===== src/rtl/sm83_pkg.sv =====
// Shared SM83 peripheral types: bus widths, timer FSM states, TAC layout and
// register offsets within the timer block.
package sm83_pkg;

  typedef logic [15:0] addr_t;
  typedef logic [7:0]  data_t;

  // Timer overflow handling: RUN counts normally, OVF holds TIMA at 00 for a
  // few cycles, RELOAD copies TMA into TIMA and raises the interrupt.
  typedef enum logic [1:0] {
    RUN    = 2'd0,
    OVF    = 2'd1,
    RELOAD = 2'd2
  } timer_state_t;

  // TAC register: enable in bit 2, input clock select in bits 1:0.
  typedef struct packed {
    logic       en;
    logic [1:0] clk_sel;
  } tac_t;

  // Register offsets relative to the DIV address.
  localparam logic [1:0] TMR_DIV  = 2'd0;
  localparam logic [1:0] TMR_TIMA = 2'd1;
  localparam logic [1:0] TMR_TMA  = 2'd2;
  localparam logic [1:0] TMR_TAC  = 2'd3;

  // Cycles spent in OVF before the reload cycle.
  localparam logic [1:0] OVF_DELAY = 2'd3;

endpackage


===== src/rtl/gb_timer.sv =====
// Game Boy style timer: free-running 16-bit divider, TIMA counting on falling
// edges of a selected divider tap, delayed TMA reload with interrupt pulse.
module gb_timer
  import sm83_pkg::*;
#(
  parameter addr_t BASE_ADDR = 16'hFF04
) (
  input  logic  clk,
  input  logic  rst,
  input  addr_t addr,
  input  data_t wdata,
  input  logic  wr_en,
  input  logic  rd_en,
  output data_t rdata,
  output logic  rd_valid,
  output logic  irq_req
);

  logic [15:0]  sys_cnt_reg, sys_cnt_next;
  data_t        tima_reg, tima_next;
  data_t        tma_reg, tma_next;
  tac_t         tac_reg, tac_next;
  timer_state_t state_reg, state_next;
  logic [1:0]   delay_reg, delay_next;
  logic         irq_reg, irq_next;
  data_t        rdata_reg;
  logic         rd_valid_reg;

  addr_t        offs;
  logic         hit;
  logic [1:0]   sel;
  logic         wr_div, wr_tima, wr_tma, wr_tac;
  logic         tick_fall;
  data_t        rd_mux;

  // Timer input: selected divider bit gated by the enable.
  function automatic logic tick_of(input logic [15:0] cnt, input tac_t tac);
    logic tap;
    case (tac.clk_sel)
      2'b00:   tap = cnt[9];
      2'b01:   tap = cnt[3];
      2'b10:   tap = cnt[5];
      default: tap = cnt[7];
    endcase
    return tap & tac.en;
  endfunction

  assign offs    = addr - BASE_ADDR;
  assign hit     = (offs[15:2] == 14'd0);
  assign sel     = offs[1:0];
  assign wr_div  = wr_en & hit & (sel == TMR_DIV);
  assign wr_tima = wr_en & hit & (sel == TMR_TIMA);
  assign wr_tma  = wr_en & hit & (sel == TMR_TMA);
  assign wr_tac  = wr_en & hit & (sel == TMR_TAC);

  // Next-state logic: divider, register writes, edge detect and overflow FSM.
  // The edge is taken between the current and next tick, so DIV and TAC
  // writes that drop the tick also count.
  always_comb begin
    sys_cnt_next = sys_cnt_reg + 16'd1;
    tac_next     = tac_reg;
    tma_next     = tma_reg;
    tima_next    = tima_reg;
    state_next   = state_reg;
    delay_next   = delay_reg;
    irq_next     = 1'b0;

    if (wr_div) sys_cnt_next = 16'd0;
    if (wr_tac) tac_next = tac_t'(wdata[2:0]);
    if (wr_tma) tma_next = wdata;

    tick_fall = tick_of(sys_cnt_reg, tac_reg) & ~tick_of(sys_cnt_next, tac_next);

    case (state_reg)
      RUN: begin
        if (wr_tima) begin
          tima_next = wdata;
        end else if (tick_fall) begin
          if (tima_reg == 8'hFF) begin
            tima_next  = 8'h00;
            state_next = OVF;
            delay_next = OVF_DELAY;
          end else begin
            tima_next = tima_reg + 8'd1;
          end
        end
      end
      OVF: begin
        delay_next = delay_reg - 2'd1;
        if (delay_reg <= 2'd1) begin
          delay_next = 2'd0;
          state_next = RELOAD;
        end
        // A CPU write to TIMA here cancels the pending reload and interrupt.
        if (wr_tima) begin
          tima_next  = wdata;
          state_next = RUN;
          delay_next = 2'd0;
        end else if (tick_fall) begin
          tima_next = tima_reg + 8'd1;
        end
      end
      RELOAD: begin
        // TMA (or a TMA write landing this cycle) overrides any TIMA write.
        tima_next  = wr_tma ? wdata : tma_reg;
        irq_next   = 1'b1;
        state_next = RUN;
      end
      default: begin
        state_next = RUN;
        delay_next = 2'd0;
      end
    endcase
  end

  // Read mux over pre-write register values.
  always_comb begin
    case (sel)
      TMR_DIV:  rd_mux = sys_cnt_reg[15:8];
      TMR_TIMA: rd_mux = tima_reg;
      TMR_TMA:  rd_mux = tma_reg;
      default:  rd_mux = {5'b11111, tac_reg};
    endcase
  end

  // Timer state registers.
  always_ff @(posedge clk) begin
    if (rst) begin
      sys_cnt_reg <= 16'd0;
      tima_reg    <= 8'h00;
      tma_reg     <= 8'h00;
      tac_reg     <= '0;
      state_reg   <= RUN;
      delay_reg   <= 2'd0;
      irq_reg     <= 1'b0;
    end else begin
      sys_cnt_reg <= sys_cnt_next;
      tima_reg    <= tima_next;
      tma_reg     <= tma_next;
      tac_reg     <= tac_next;
      state_reg   <= state_next;
      delay_reg   <= delay_next;
      irq_reg     <= irq_next;
    end
  end

  // Registered read port: data appears the cycle after rd_en.
  always_ff @(posedge clk) begin
    if (rst) begin
      rd_valid_reg <= 1'b0;
      rdata_reg    <= 8'h00;
    end else begin
      rd_valid_reg <= rd_en & hit;
      rdata_reg    <= (rd_en & hit) ? rd_mux : 8'h00;
    end
  end

  assign rdata    = rdata_reg;
  assign rd_valid = rd_valid_reg;
  assign irq_req  = irq_reg;

endmodule


===== config.mk =====
export PLATFORM = sky130hd
export DESIGN_NAME = gb_timer
export DESIGN_NICKNAME = d
export VERILOG_FILES = /design/src/rtl/sm83_pkg.sv /design/src/rtl/gb_timer.sv
export SDC_FILE = /design/constraint.sdc
export NUM_CORES = 1
export LEC_CHECK = 0
export CAP_MARGIN = 20
export CORE_UTILIZATION = 40
export DETAILED_ROUTE_END_ITERATION = 7
export PLACE_DENSITY = 0.72
export SETUP_SLACK_MARGIN = 0.02
export SLEW_MARGIN = 20
export SYNTH_ARGS = -nofsm -noshare
export SYNTH_HDL_FRONTEND = slang
export SYNTH_SLANG_ARGS = --single-unit
export TNS_END_PERCENT = 1

===== constraint.sdc =====
create_clock -name clk -period 3.39 [get_ports clk]
set_input_delay 0.678 -clock clk [delete_from_list [all_inputs] [get_ports clk]]
set_output_delay 0.678 -clock clk [all_outputs]
set_load 0.01 [all_outputs]

### Word level (Yosys, flattened, before mapping)

Cells that the tools add are included.

* $add $sub $neg: 4
* order comparisons: 1
* eq/ne operators: 16
* mux-type cells: 25
* bitwise gates (word level): 12
* reductions and logical operators: 11

Operators by type and width (number)
* $mux W8: 6
* $pmux W8 S3: 2
* $mux W2: 10
* $add A16 B1 Y16 const B: 1
* $sub A16 B16 Y16 const B: 1
* $logic_not A14 Y1: 1
* $eq A2 B2 Y1 const B: 5
* $mux W10: 1
* $and A1 B1 Y1: 9
* $ne A3 B3 Y1 const B: 3
* $add A8 B1 Y8 const B: 1
* $eq A2 B1 Y1 const B: 4
* $eq A8 B8 Y1 const B: 1
* $logic_not A2 Y1: 4
* $reduce_and A4 Y1: 2
* $ne A2 B2 Y1 const B: 3
* $pmux W1 S3: 2
* $pmux W2 S3: 1
* $pmux W2 S2: 1
* $reduce_or A2 Y1: 2
* $mux W3: 1
* $not A1 Y1: 3
* $reduce_and A3 Y1: 1
* $reduce_bool A3 Y1: 1
* other kinds (3): 3

* flip-flop bits (word level): 49
* bits of input ports: 28
* output and inout bits: 10
* word-level logic and storage cells: 80

### Longest topological paths before layout

Gate-level depths: netlist of the first run.

* depth after elaboration: 13
* mapped depth: 9
* mapped depth without buffers: 9

### Worst setup path after synthesis of the first run

Ideal clock, no wire load.

* path type: in2reg
* start: input addr[3]
* end: register tima_reg[0]
* library setup time: 0.121 ns
* arrival time: 2.939 ns
* data required time: 3.269 ns
* slack: 0.329 ns
* stages on the path: 8
* path buffers: 0
* path through: or4b_4 nor4_4 nand2_1 a21boi_2 a211oi_1 o31a_1 a31oi_4 mux2_4

* word-level cells in the longest chain between the ends: 12
* elaborated cells on any way between the ends: 23
* classes of those cells: add/sub: 1; eq/ne: 4; mux: 7; bitwise: 8; reduce/logical: 3

Ends and longest elaborated chain
* from (decl): RTL line gb_timer.sv:10 `input addr_t addr,`
* $sub A16 B16 Y16 *: RTL line gb_timer.sv:48 `assign offs = addr - BASE_ADDR;`
* $logic_not A14 Y1 *: RTL line gb_timer.sv:49 `assign hit = (offs[15:2] == 14'd0);`
* $and A1 B1 Y1 *
* $and A1 B1 Y1: RTL line gb_timer.sv:54 `assign wr_tac = wr_en & hit & (sel == TMR_TAC);`
* $mux W3: RTL line gb_timer.sv:69 `if (wr_tac) tac_next = tac_t'(wdata[2:0]);`
* $eq A2 B2 Y1 (tied with other cells): RTL line gb_timer.sv:39 `case (tac.clk_sel)`
* $pmux W1 S3: RTL line gb_timer.sv:39
* $and A1 B1 Y1: RTL line gb_timer.sv:45 `return tap & tac.en;`
* $not A1 Y1: RTL line gb_timer.sv:72 `tick_fall = tick_of(sys_cnt_reg, tac_reg) & ~tick_of(sys_cnt_next, tac_next);`
* $and A1 B1 Y1: RTL line gb_timer.sv:72
* $ne A3 B3 Y1 (no line)
* $reduce_and A3 Y1 (no line)
* to (signal assigned): RTL line gb_timer.sv:138 `tima_reg <= tima_next;`
* to (decl): RTL line gb_timer.sv:20 `data_t tima_reg, tima_next;`

Every way passes the cells marked *; elsewhere a longest branch is shown, timed or not.
A chain may end at the register's enable or synchronous reset.

### Worst setup path in the final report of the first run

Same ends and word-level chain as after synthesis.

==> flow_metrics.tcl, run 1 <==
set metrics [dict create \
    p_sw_mw 0.2348 \
    largest_reg_flops 16 \
    synth_warnings 0 \
    grtUsageTotal 0.1876 \
    yosysSeqAreaShare 0.3717 \
    path_clk_slew_ps 90 \
    period_needed_ps 3193 \
    slew_headroom 0.6829 \
    combPwrFrac 0.069 \
    status "finished, final reports clean" \
    final_max_slew_viol_count 0 \
    crit_start "addr[3]" \
    grt_pass1_wl_um 10570 \
    hpwl_um 4679 \
    slowest_delay_ps 560 \
    gr-total-overflow 0 \
    power_frac_seq 0.530 \
    drt_iter0_drc 101 \
    r2r_start "sys_cnt_reg[4]" \
    antenna_found_initial 0 \
    numCtsBuffers 5 \
    avgSynthCellArea_um2 8.652 \
    dp_slack_ps -222.1 \
    power.density_nw_per_um2 333.1 \
    clk_latency_ps 320 \
    via_count 2322 \
    nNetsFinal 386 \
    io_buffer_count 37 \
    postRouteAntennaNets 0 \
    cts_tree "done" \
    wl_met2_um 2963 \
    synth_cell_types 44 \
    rsz0062_at_grt "no" \
    place_inst 423 \
    vias_per_cell 5.387 \
    die_w_um 83.22 \
    clock-root-buffer "clkbuf_8" \
    final_cell_count_no_fill 431 \
    leakagePower_nw 1.273 \
    cp_slowest_cell "or4b_4" \
    worst_pin_slew_ps 474.6 \
    fin_crit_sh 0.9419 \
    first_global_vias 2226 \
    required_ps 3600 \
    die_area_um2 6926 \
    power.internal_mw 0.8610 \
    postCtsSetupBuffers 0 \
    diodes 0 \
    drt_wl_total_um 6134 \
    post-route-worst-setup-slack_ps 196.8 \
    initial_utilization 0.4156 \
    io_pins 38 \
    hold_start "sys_cnt_reg[0]" \
    r2r_slack_ps 1000 \
    area_growth_pct 24.66 \
    coreArea_um2 6350 \
    cp_max_fo 7 \
    hp-class "flop to flop" \
    clock_sinks 49 \
    fmax_mhz 313.2 \
    syn-num-nets 338 \
    post-route-drc-count 0 \
    critical_path_class "input port to flop" \
    synth_top_area_share 0.3717 \
    finalHoldViolations 0 \
    syn_inst 305 \
    drtPass1Iterations 4 \
    cap_violations 0 \
    grt_max_degree 26 \
    yosysTopAreaCell "dfxtp_1" \
    cts_buffer_depth 2 \
    worstPathArrival_ps 3400 \
    p_clk_frac 0.401 \
    std_cell_rows 29 \
    htree_levels 2 \
    die_height_um 83.22 \
    drive_gt1_frac 0.1130 \
    cp-end-kind "flop" \
    m1WireLength_um 2867 \
    setup_viol 0 \
    routed.top_layer "met4" \
    p_sw_frac 0.2143 \
    path_cells "clkdlybuf4s50_1, or4b_4, nor4_4, buf_4, o21ai_1, a22oi_1, a211oi_1, o31a_1, a31oi_4, mux2_4" \
    path_buf_inv 2 \
    ys_ff_latch 49 \
    crit_path_start_kind "input port" \
    synth_area_um2 2639 \
    route.met3.wl_um 232 \
    cts_hold_buf 0 \
    ir_drop_v 0.0002214 \
    synthTopCellsByArea "dfxtp_1, nor2_1, mux2i_1" \
    crit_family "compound AO/OA/AOI/OAI gates" \
    n_fill_cell 578 \
    gp_congestion 0.8504 \
    routedWlPerCell_um 14.23 \
    skew_ps 13.22 \
]
[power by group through the flow]
stage,Sequential (mW),Clock (mW),Combinational (mW)
2_1_floorplan,0.594,0,0.0288
3_3_place_gp,0.594,0,0.0738
6_report,0.581,0.440,0.0751
3_5_place_dp,0.595,0,0.0748
4_1_cts,0.581,0.439,0.0751
5_1_grt,0.582,0.470,0.0807
[path summary, 6_finish.rpt]
| check | to | cells past startpoint |
|---|---|---|
| min | sys_cnt_reg[0] | 1 |
| max | tima_reg[0] | 10 |
| min reg2reg | sys_cnt_reg[0] | 1 |
| max reg2reg | tima_reg[0] | 8 |
[routing by layer]
layer / GRT usage / vias to the layer above
met3: 0.03380 / 9
met4: 0.06113 / 0
li1: - / 1174
met5: 0 / -
met1: 0.2427 / 1096
met2: 0.3152 / 43
[metrics by stage]
stage                     setup TNS (ps)  total power, mW    util  cell area, um2  hold slack, ps
after floorplan                        0           0.6226       -            2639           429.8
after global placement            -844.9           0.6680  0.4991            3169           445.8
after detailed placement           -1511           0.6694  0.4991            3169           461.4
after CTS                              0            1.095  0.5174            3286           481.4
after global routing                   0            1.132  0.5180            3289           523.5
final                                  0            1.096  0.5180            3289           477.6
[cells by family after synthesis]
group,share of synthesized area
AND/OR/NAND/NOR,0.2518
adder cells (fa/ha/maj),0.02371
multiplexers,0.1394
AO/OA/AOI/OAI,0.1242
flip-flops,0.3717
buffers and inverters,0.03272
XOR/XNOR,0.05642
[worst register-to-register path, delay by kind of cell, from the launching register on]
family | cells | cell delay (ps)
muxes | 1 | 330
and+or+nand+nor | 1 | 120
AOI/OAI and AO/OA | 6 | 1440
DFF | 1 | 400
[cells in the final DEF (no fill, tap or decap), drive strengths merged, types with 9 or more instances in the layout]
master         synthesis  routed
a21oi                 18      18
mux2i                 15      15
nand2                 28      28
clkdlybuf4s50          0      37
inv                   10      10
nand3                 11      11
xor2                  12      12
nor2                  46      46
nor2b                 12      12
dfxtp                 49      49
o21ai                  9       9
buf                    3      15
mux2                  10      10
o22ai                 11      11
[synth_stat cells (all sizes together)]
cell / number
nor4: 1
nand2: 28
xor2: 12
nand4b: 2
or4b: 1
a31oi: 3
dfxtp: 49
a21boi: 1
nor2b: 12
inv: 10
clkbuf: 8
nor3: 3
mux4: 4
and3: 5
nand3: 11
buf: 3
nand3b: 2
or4: 1
a311oi: 2
ha: 5
nand2b: 4
o22ai: 11
a21oi: 18
o2bb2ai: 1
or3: 3
nand4: 7
o21ai: 9
nor2: 46
a211o: 1
a211oi: 2
xnor2: 5
nor3b: 3
mux2i: 15
a22oi: 1
o2111ai: 1
mux2: 10
o31a: 1
and2: 4
[area by class of cell]
type / count / area, um2 / share of cell area
clock buffers: 7 / 86.33 / 0.02625
clock inverters: 1 / 30.03 / 0.009129
inverters: 10 / 37.54 / 0.01141
multi-input cells: 235 / 1572 / 0.4777
flip-flops and latches: 49 / 980.9 / 0.2982
well taps: 77 / 96.34 / 0.02929
repair buffers: 52 / 486.7 / 0.1480
[repair_timing]
action | CTS | global route
endpoints found under the hold margin | 0 | 0
gates resized for setup | 0 | 1
setup endpoints to repair | 0 | 2
(Power assumes the default switching activity.)
==> inputs of run 2 (changes only) <==
--- a/config.mk
+++ b/config.mk
@@ -8,6 +8,7 @@
 export CAP_MARGIN = 20
 export CORE_UTILIZATION = 40
 export DETAILED_ROUTE_END_ITERATION = 7
+export HOLD_SLACK_MARGIN = 0.03
 export PLACE_DENSITY = 0.72
 export SETUP_SLACK_MARGIN = 0.02
 export SLEW_MARGIN = 20
==> results of run 2 <==
No change in the layout: final DEF, timing and power equal those of run 1.
